## src/rtl/viterbi_frame_encoder.sv

```systemverilog
// Framed rate-1/2 convolutional encoder: bytes in over valid/ready, one coded
// symbol per cycle out (MSB first), terminated by K-1 zero tail symbols.
//
// state   | meaning
// S_IDLE  | no frame; ready for the first byte
// S_SHIFT | emitting data symbols of the latched byte
// S_WAIT  | mid-frame, starved for the next byte; encoder state held
// S_TAIL  | flushing K-1 zero bits to return the trellis to state 0
module viterbi_frame_encoder #(
  parameter int unsigned  FRAME_BYTES = 4,
  parameter int unsigned  K           = 3,
  parameter logic [K-1:0] G0          = 3'b111,
  parameter logic [K-1:0] G1          = 3'b101
) (
  input  logic       clk,
  input  logic       rst,
  input  logic [7:0] byte_i,
  input  logic       byte_valid_i,
  output logic       byte_ready_o,
  output logic       valid_o,
  output logic [1:0] d_out,
  output logic       sop_o,
  output logic       eop_o,
  output logic       busy_o
);

  localparam int unsigned SRW = K - 1;
  localparam int unsigned BCW = $clog2(FRAME_BYTES + 1);
  localparam int unsigned TCW = $clog2(K);

  typedef enum logic [1:0] {S_IDLE, S_SHIFT, S_WAIT, S_TAIL} state_t;

  state_t           state_q, state_d;
  logic [SRW-1:0]   sr_q, sr_d;
  logic [7:0]       byte_q, byte_d;
  logic [2:0]       bit_idx_q, bit_idx_d;
  logic [BCW-1:0]   byte_cnt_q, byte_cnt_d;
  logic [TCW-1:0]   tail_cnt_q, tail_cnt_d;
  logic             valid_q, valid_d;
  logic [1:0]       d_out_q, d_out_d;
  logic             sop_q, sop_d;
  logic             eop_q, eop_d;
  logic             ready;

  logic             in_bit;
  logic [K-1:0]     win;
  logic [1:0]       sym;
  logic [SRW-1:0]   sr_shift;

  // Window is {in, sr[0], ..., sr[K-2]} with sr[0] the most recent bit.
  always_comb begin
    in_bit = (state_q == S_SHIFT) ? byte_q[bit_idx_q] : 1'b0;
    win = '0;
    win[K-1] = in_bit;
    for (int j = 0; j < int'(SRW); j++) begin
      win[K-2-j] = sr_q[j];
    end
    sym      = {^(win & G0), ^(win & G1)};
    sr_shift = SRW'({sr_q, in_bit});
  end

  always_comb begin
    state_d    = state_q;
    sr_d       = sr_q;
    byte_d     = byte_q;
    bit_idx_d  = bit_idx_q;
    byte_cnt_d = byte_cnt_q;
    tail_cnt_d = tail_cnt_q;
    valid_d    = 1'b0;
    d_out_d    = 2'b00;
    sop_d      = 1'b0;
    eop_d      = 1'b0;
    ready      = 1'b0;

    case (state_q)
      S_IDLE: begin
        ready = 1'b1;
        if (byte_valid_i) begin
          byte_d     = byte_i;
          byte_cnt_d = BCW'(1);
          bit_idx_d  = 3'd7;
          state_d    = S_SHIFT;
        end
      end
      S_SHIFT: begin
        valid_d   = 1'b1;
        d_out_d   = sym;
        sop_d     = (byte_cnt_q == BCW'(1)) && (bit_idx_q == 3'd7);
        sr_d      = sr_shift;
        bit_idx_d = bit_idx_q - 3'd1;
        if (bit_idx_q == 3'd0) begin
          if (byte_cnt_q < BCW'(FRAME_BYTES)) begin
            ready = 1'b1;
            if (byte_valid_i) begin
              byte_d     = byte_i;
              byte_cnt_d = byte_cnt_q + BCW'(1);
              bit_idx_d  = 3'd7;
            end else begin
              state_d = S_WAIT;
            end
          end else begin
            tail_cnt_d = TCW'(K - 1);
            state_d    = S_TAIL;
          end
        end
      end
      S_WAIT: begin
        ready = 1'b1;
        if (byte_valid_i) begin
          byte_d     = byte_i;
          byte_cnt_d = byte_cnt_q + BCW'(1);
          bit_idx_d  = 3'd7;
          state_d    = S_SHIFT;
        end
      end
      S_TAIL: begin
        valid_d    = 1'b1;
        d_out_d    = sym;
        sr_d       = sr_shift;
        tail_cnt_d = tail_cnt_q - TCW'(1);
        if (tail_cnt_q == TCW'(1)) begin
          eop_d      = 1'b1;
          byte_cnt_d = '0;
          state_d    = S_IDLE;
        end
      end
      default: state_d = S_IDLE;
    endcase
  end

  always_ff @(posedge clk) begin
    if (!rst) begin
      state_q    <= S_IDLE;
      sr_q       <= '0;
      byte_q     <= '0;
      bit_idx_q  <= '0;
      byte_cnt_q <= '0;
      tail_cnt_q <= '0;
      valid_q    <= 1'b0;
      d_out_q    <= 2'b00;
      sop_q      <= 1'b0;
      eop_q      <= 1'b0;
    end else begin
      state_q    <= state_d;
      sr_q       <= sr_d;
      byte_q     <= byte_d;
      bit_idx_q  <= bit_idx_d;
      byte_cnt_q <= byte_cnt_d;
      tail_cnt_q <= tail_cnt_d;
      valid_q    <= valid_d;
      d_out_q    <= d_out_d;
      sop_q      <= sop_d;
      eop_q      <= eop_d;
    end
  end

  assign byte_ready_o = ready;
  assign busy_o       = (state_q != S_IDLE);
  assign valid_o      = valid_q;
  assign d_out        = d_out_q;
  assign sop_o        = sop_q;
  assign eop_o        = eop_q;

endmodule

```

## config.mk

```make
export PLATFORM = sky130hd
export DESIGN_NAME = viterbi_frame_encoder
export DESIGN_NICKNAME = d
export VERILOG_FILES = /design/src/rtl/viterbi_frame_encoder.sv
export SDC_FILE = /design/constraint.sdc
export NUM_CORES = 1
export LEC_CHECK = 0
export CAP_MARGIN = 15
export CORE_MARGIN = 4
export CORE_UTILIZATION = 58
export DETAILED_ROUTE_END_ITERATION = 12
export GPL_ROUTABILITY_DRIVEN = 0
export PLACE_DENSITY = 0.83
export SYNTH_ARGS = -nofsm -noshare
export SYNTH_HDL_FRONTEND = slang
export SYNTH_SLANG_ARGS = --single-unit
```

## constraint.sdc

```tcl
create_clock -name clk -period 5.9 [get_ports clk]
set_input_delay 1.18 -clock clk [delete_from_list [all_inputs] [get_ports clk]]
set_output_delay 1.18 -clock clk [all_outputs]
set_load 0.005 [all_outputs]
```

Word-level counts from Yosys, hierarchy flattened --
Index checks and enable logic that the tools add are counted.
Word-level totals: register bits 25, bits of input ports 11, output and inout port bits 7
Operators by class: add/sub/neg operators 3, magnitude comparators 2, equality and inequality tests 13, multiplexer cells 32, reductions and logical operators 18
Operators by type and width (count):
- 3-bit two-way mux | 9
- 8-bit two-way mux | 3
- 8-bit case mux with 2 select lines | 1
- 2-bit two-way mux | 7
- 3-bit case mux with 4 select lines | 1
- 2-bit AND reduction | 4
- 4-bit AND reduction | 2
- 1-bit two-way mux | 6
- 2-bit by 1-bit inequality test with 1-bit output, second input constant | 3
- 2-bit inequality test, second input constant | 3
- 2-bit case mux with 3 select lines | 1
- 3-bit case mux with 2 select lines | 1
- 3-bit AND reduction | 2
- 2-bit nonzero test | 3
- 3-bit XOR reduction | 2
- 2-bit by 1-bit equality test with 1-bit output, second input constant | 2
- 2-bit equality test, second input constant | 2
- 3-bit by 4-bit < comparator with 1-bit output, second input constant | 1
- 2-bit case mux with 2 select lines | 1
- 2-bit OR reduction | 2
- 3-bit by 1-bit adder with 3-bit output, second input constant | 1
- 1-bit binary-select mux with 3-bit select | 1
- 3-bit by 1-bit equality test with 1-bit output, second input constant | 1
- 3-bit equality test, second input constant | 1
- 8 further kinds | 8

Longest topological paths before layout --
depth in word-level cells 5, mapped depth 6, gate-level depth less buffers 6

Worst setup path after synthesis --
OpenSTA, ideal clock, no wires.
path kind register to output, start register bit_idx_q[0], end output port byte_ready_o, arrival 1.340 ns, required time 4.720 ns, setup slack 3.380 ns, stages on the path, launching flop included 6, buffers on the path 0, cell sequence dfxtp_1 > inv_1 > ha_1 > nand2b_4 > or3b_2 > a21oi_1
On the way: longest elaborated chain between the ends 3
RTL lines:
- from (decl) | line 36 | logic [2:0] bit_idx_q, bit_idx_d;
- from (signal assigned) | line 147 | bit_idx_q <= bit_idx_d;
- 3-bit zero test | line 91 | if (bit_idx_q == 3'd0) begin
- 1-bit two-way mux | line 91
- 1-bit case mux with 2 select lines | line 75 | case (state_q)
- to (decl) | line 19 | output logic byte_ready_o,
Every way passes these cells.

Final worst setup path --
start register state_q[1], end output port byte_ready_o
On the way: longest elaborated chain between the ends 3
RTL lines:
- from (decl) | line 33 | state_t state_q, state_d;
- from (signal assigned) | line 144 | state_q <= state_d;
- 2-bit equality test / 2-bit zero test (equally long branches) | line 75
- 2-bit OR reduction (no source line)
- 1-bit case mux with 2 select lines (*) | line 75
Mark *: on every way between the ends. The rest lies on a longest branch, timed or not.

==> reports/qor.yml <==
run_status:
  status: "completed"
global_routing:
  antenna_found_initial: 0
  grt_pass1_wl_um: 4890
  track_usage_pct: 18.6
  overflow: 0
  grt_max_degree: 24
  grt_pass1_vias: 1063
synthesis:
  synthTopCellsByCount: "25 x dfxtp_1, 13 x inv_1, 13 x nor2b_1"
  synth-edff-count: 0
  synth_seq_cells: 25
  synth_most_common_cell: "dfxtp_1"
  syn_nets: 165
  syn_inst: 142
  synth_area_leaders: "dfxtp_1 36%, ha_1 11%, mux2i_1 8.6%, nor2b_1 5.8%, inv_1 3.5%"
  synth_warnings: 0
  netlist_area_sq_um: 1400
  syn_avg_cell_area_sq_um: 9.84
  async_flop_share_pct: 0
  yosysUniqueCellTypes: 36
  seq_area_frac_synth_pct: 35.8
  ys.flop_type: "dfxtp_1"
  yosysTopAreaCellShare_pct: 35.8
  synth_largest_area_cell: "dfxtp_1"
sta:
  worstMarginPinSlew_ps: 789
  rsz0062_at_grt: "false"
  period_minus_slack_ps: 3630
  setup_tns_ps: 0
  fin_ws_ps: 2270
  period_share_pct: 61.6
  slew-limit-headroom_pct: 47.4
  finalMaxSlewViolations: 0
  hold_viol: 0
  setup_violations: 0
  clock_skew_ps: 8.55
  fmax_ghz: 0.275
cts:
  root_buffer: "clkbuf_4"
  cts_hold_buf: 0
  cts_resized: 0
  clock_sinks: 25
  cts_buffers: 3
  post_cts_buffers: 0
  cts.htree.levels: 1
  clock_latency_ps: 320
  cts_max_path_buffers: 2
  cts_tree: "yes"
  clk_pin_slew_ps: 130
worst_setup_path:
  path_cells: "inv_1 -> ha_1 -> or3b_2 -> a21oi_1 -> clkdlybuf4s50_1"
  critPathSlowestCell: "ha_1"
  arrival_ps: 2450
  critPathLaunchType: "flop"
  crit_path_end_kind: "output port"
  critical_path_peak_fanout: 15
  cp.required_ps: 4720
  critPathKind: "reg2out"
  worst_path_largest_cell_delay_ps: 510
floorplan:
  core_area_sq_um: 2250
  io_pins: 18
  fp-row-count: 17
  die-area_sq_um: 3260
  die_h_um: 57.1
  fp.dieW_um: 57.1
  start_util_pct: 62.0
route:
  via_per_inst: 5.64
  route.detailed.drc: 0
  totalWireLength_um: 2720
  drt-wirelength-per-cell_um: 14.6
  vias: 1049
  antenna_left: 0
  first_pass_iters: 5
  drt_iter0_markers: 16
placed_design:
  numPortBuffers: 17
  detailed_place_hpwl_um: 2060
  dp_slack_ps: 2640
run:
  drv_cap: 0
power_and_ir_drop:
  power_frac_clock_pct: 12.5
  power.leakage_uw: 0.000652
  intPower_uw: 366
  switchingPower_uw: 233
  combPwrFrac_pct: 48.8
  switching_share_pct: 38.9
  vdd_drop_max_v: 0.000275
  power_density_nw_per_um2: 372
  sequentialPowerShare_pct: 38.7
finish:
  area_growth_pct: 15.1
  drive_above_1_share_pct: 11.4
  diodes: 0
  utilization_pct: 71.4
  fin_nets: 182
min_path:
  hp-class: "reg2reg"
stage by stage:
step	power (uW)	hold slack [ps]	instance area, sq um	cells
2_1_floorplan	445	471	1400	142
3_3_place_gp	509	492	1580	182
3_5_place_dp	525	508	1580	182
4_1_cts	600	538	1610	186
5_1_grt	652	550	1610	186
6_report	599	537	1610	186
path summary, 6_finish.rpt:
kind	startpoint	to	slack (ps)	cells after the start
min	byte_q[3]	byte_q[3]	540	2
min reg2reg	byte_q[3]	byte_q[3]	540	2
max reg2reg	state_q[1]	byte_q[5]	3720	6
max	state_q[1]	byte_ready_o	2270	5
sequential cells by signal, summed over array words and instances (netlist names):
signal and flops:
bit_idx_q 3, byte_cnt_q 3, byte_q 8, d_out 2, eop_o 1, sop_o 1
sr_q 2, state_q 2, tail_cnt_q 2, valid_o 1
placed cells by master, fill, tap and decap left out, types with 4 or more instances in the layout:
cell type / synthesis / layout
clkdlybuf4s50_1: 0 / 17
ha_1: 12 / 12
inv_1: 13 / 13
dfxtp_1: 25 / 25
a21oi_1: 8 / 8
mux2i_1: 12 / 12
nor2_1: 4 / 4
nor2b_1: 13 / 13
o21ai_0: 8 / 8
kinds of logic (layout without fill, tap and decap cells):
group | after synthesis | in the layout | share of synthesized area (%)
AOI/OAI and AO/OA | 32 | 32 | 18.1
xor gates and xnor gates | 1 | 1 | 0.627
adders and majority gates | 12 | 12 | 10.7
buffers and inverters | 18 | 34 | 4.92
DFF | 25 | 25 | 35.8
muxes | 14 | 14 | 11.8
and+or+nand+nor | 40 | 40 | 18.0
routing by layer:
layer  global-route usage, %  vias to the layer above  share of wire, %
met4                    7.28                        0               2.2
met1                    24.4                      489                46
met5                       0                        -                 0
met3                    2.94                        7               3.6
met2                    30.5                       21                48
li1                        -                      532                 -
power groups by stage:
stage / Combinational (uW) / Sequential, uW / Clock, uW
floorplan: 218 / 227 / 0
CTS: 292 / 231 / 76.4
finish: 292 / 232 / 75.0
global placement: 277 / 232 / 0
global route: 330 / 238 / 83.7
detailed placement: 290 / 235 / 0
critical path: cells and delay by family, from the launching register on:
family,cells,cell delay [ps]
AOI/OAI and AO/OA,1,150
DFF,1,370
buffers and inverters,2,620
and+or+nand+nor,1,490
adders and majority gates,1,510
final cells by class:
type	instances	area (sq um)
inverter	13	48.8
multi-input combinational	99	828
sequential	25	500
tap	28	35.0
timing repair buffer	17	170
clock buffer	4	26.3
fill	186	646
Power figures use the tool's default switching activity.
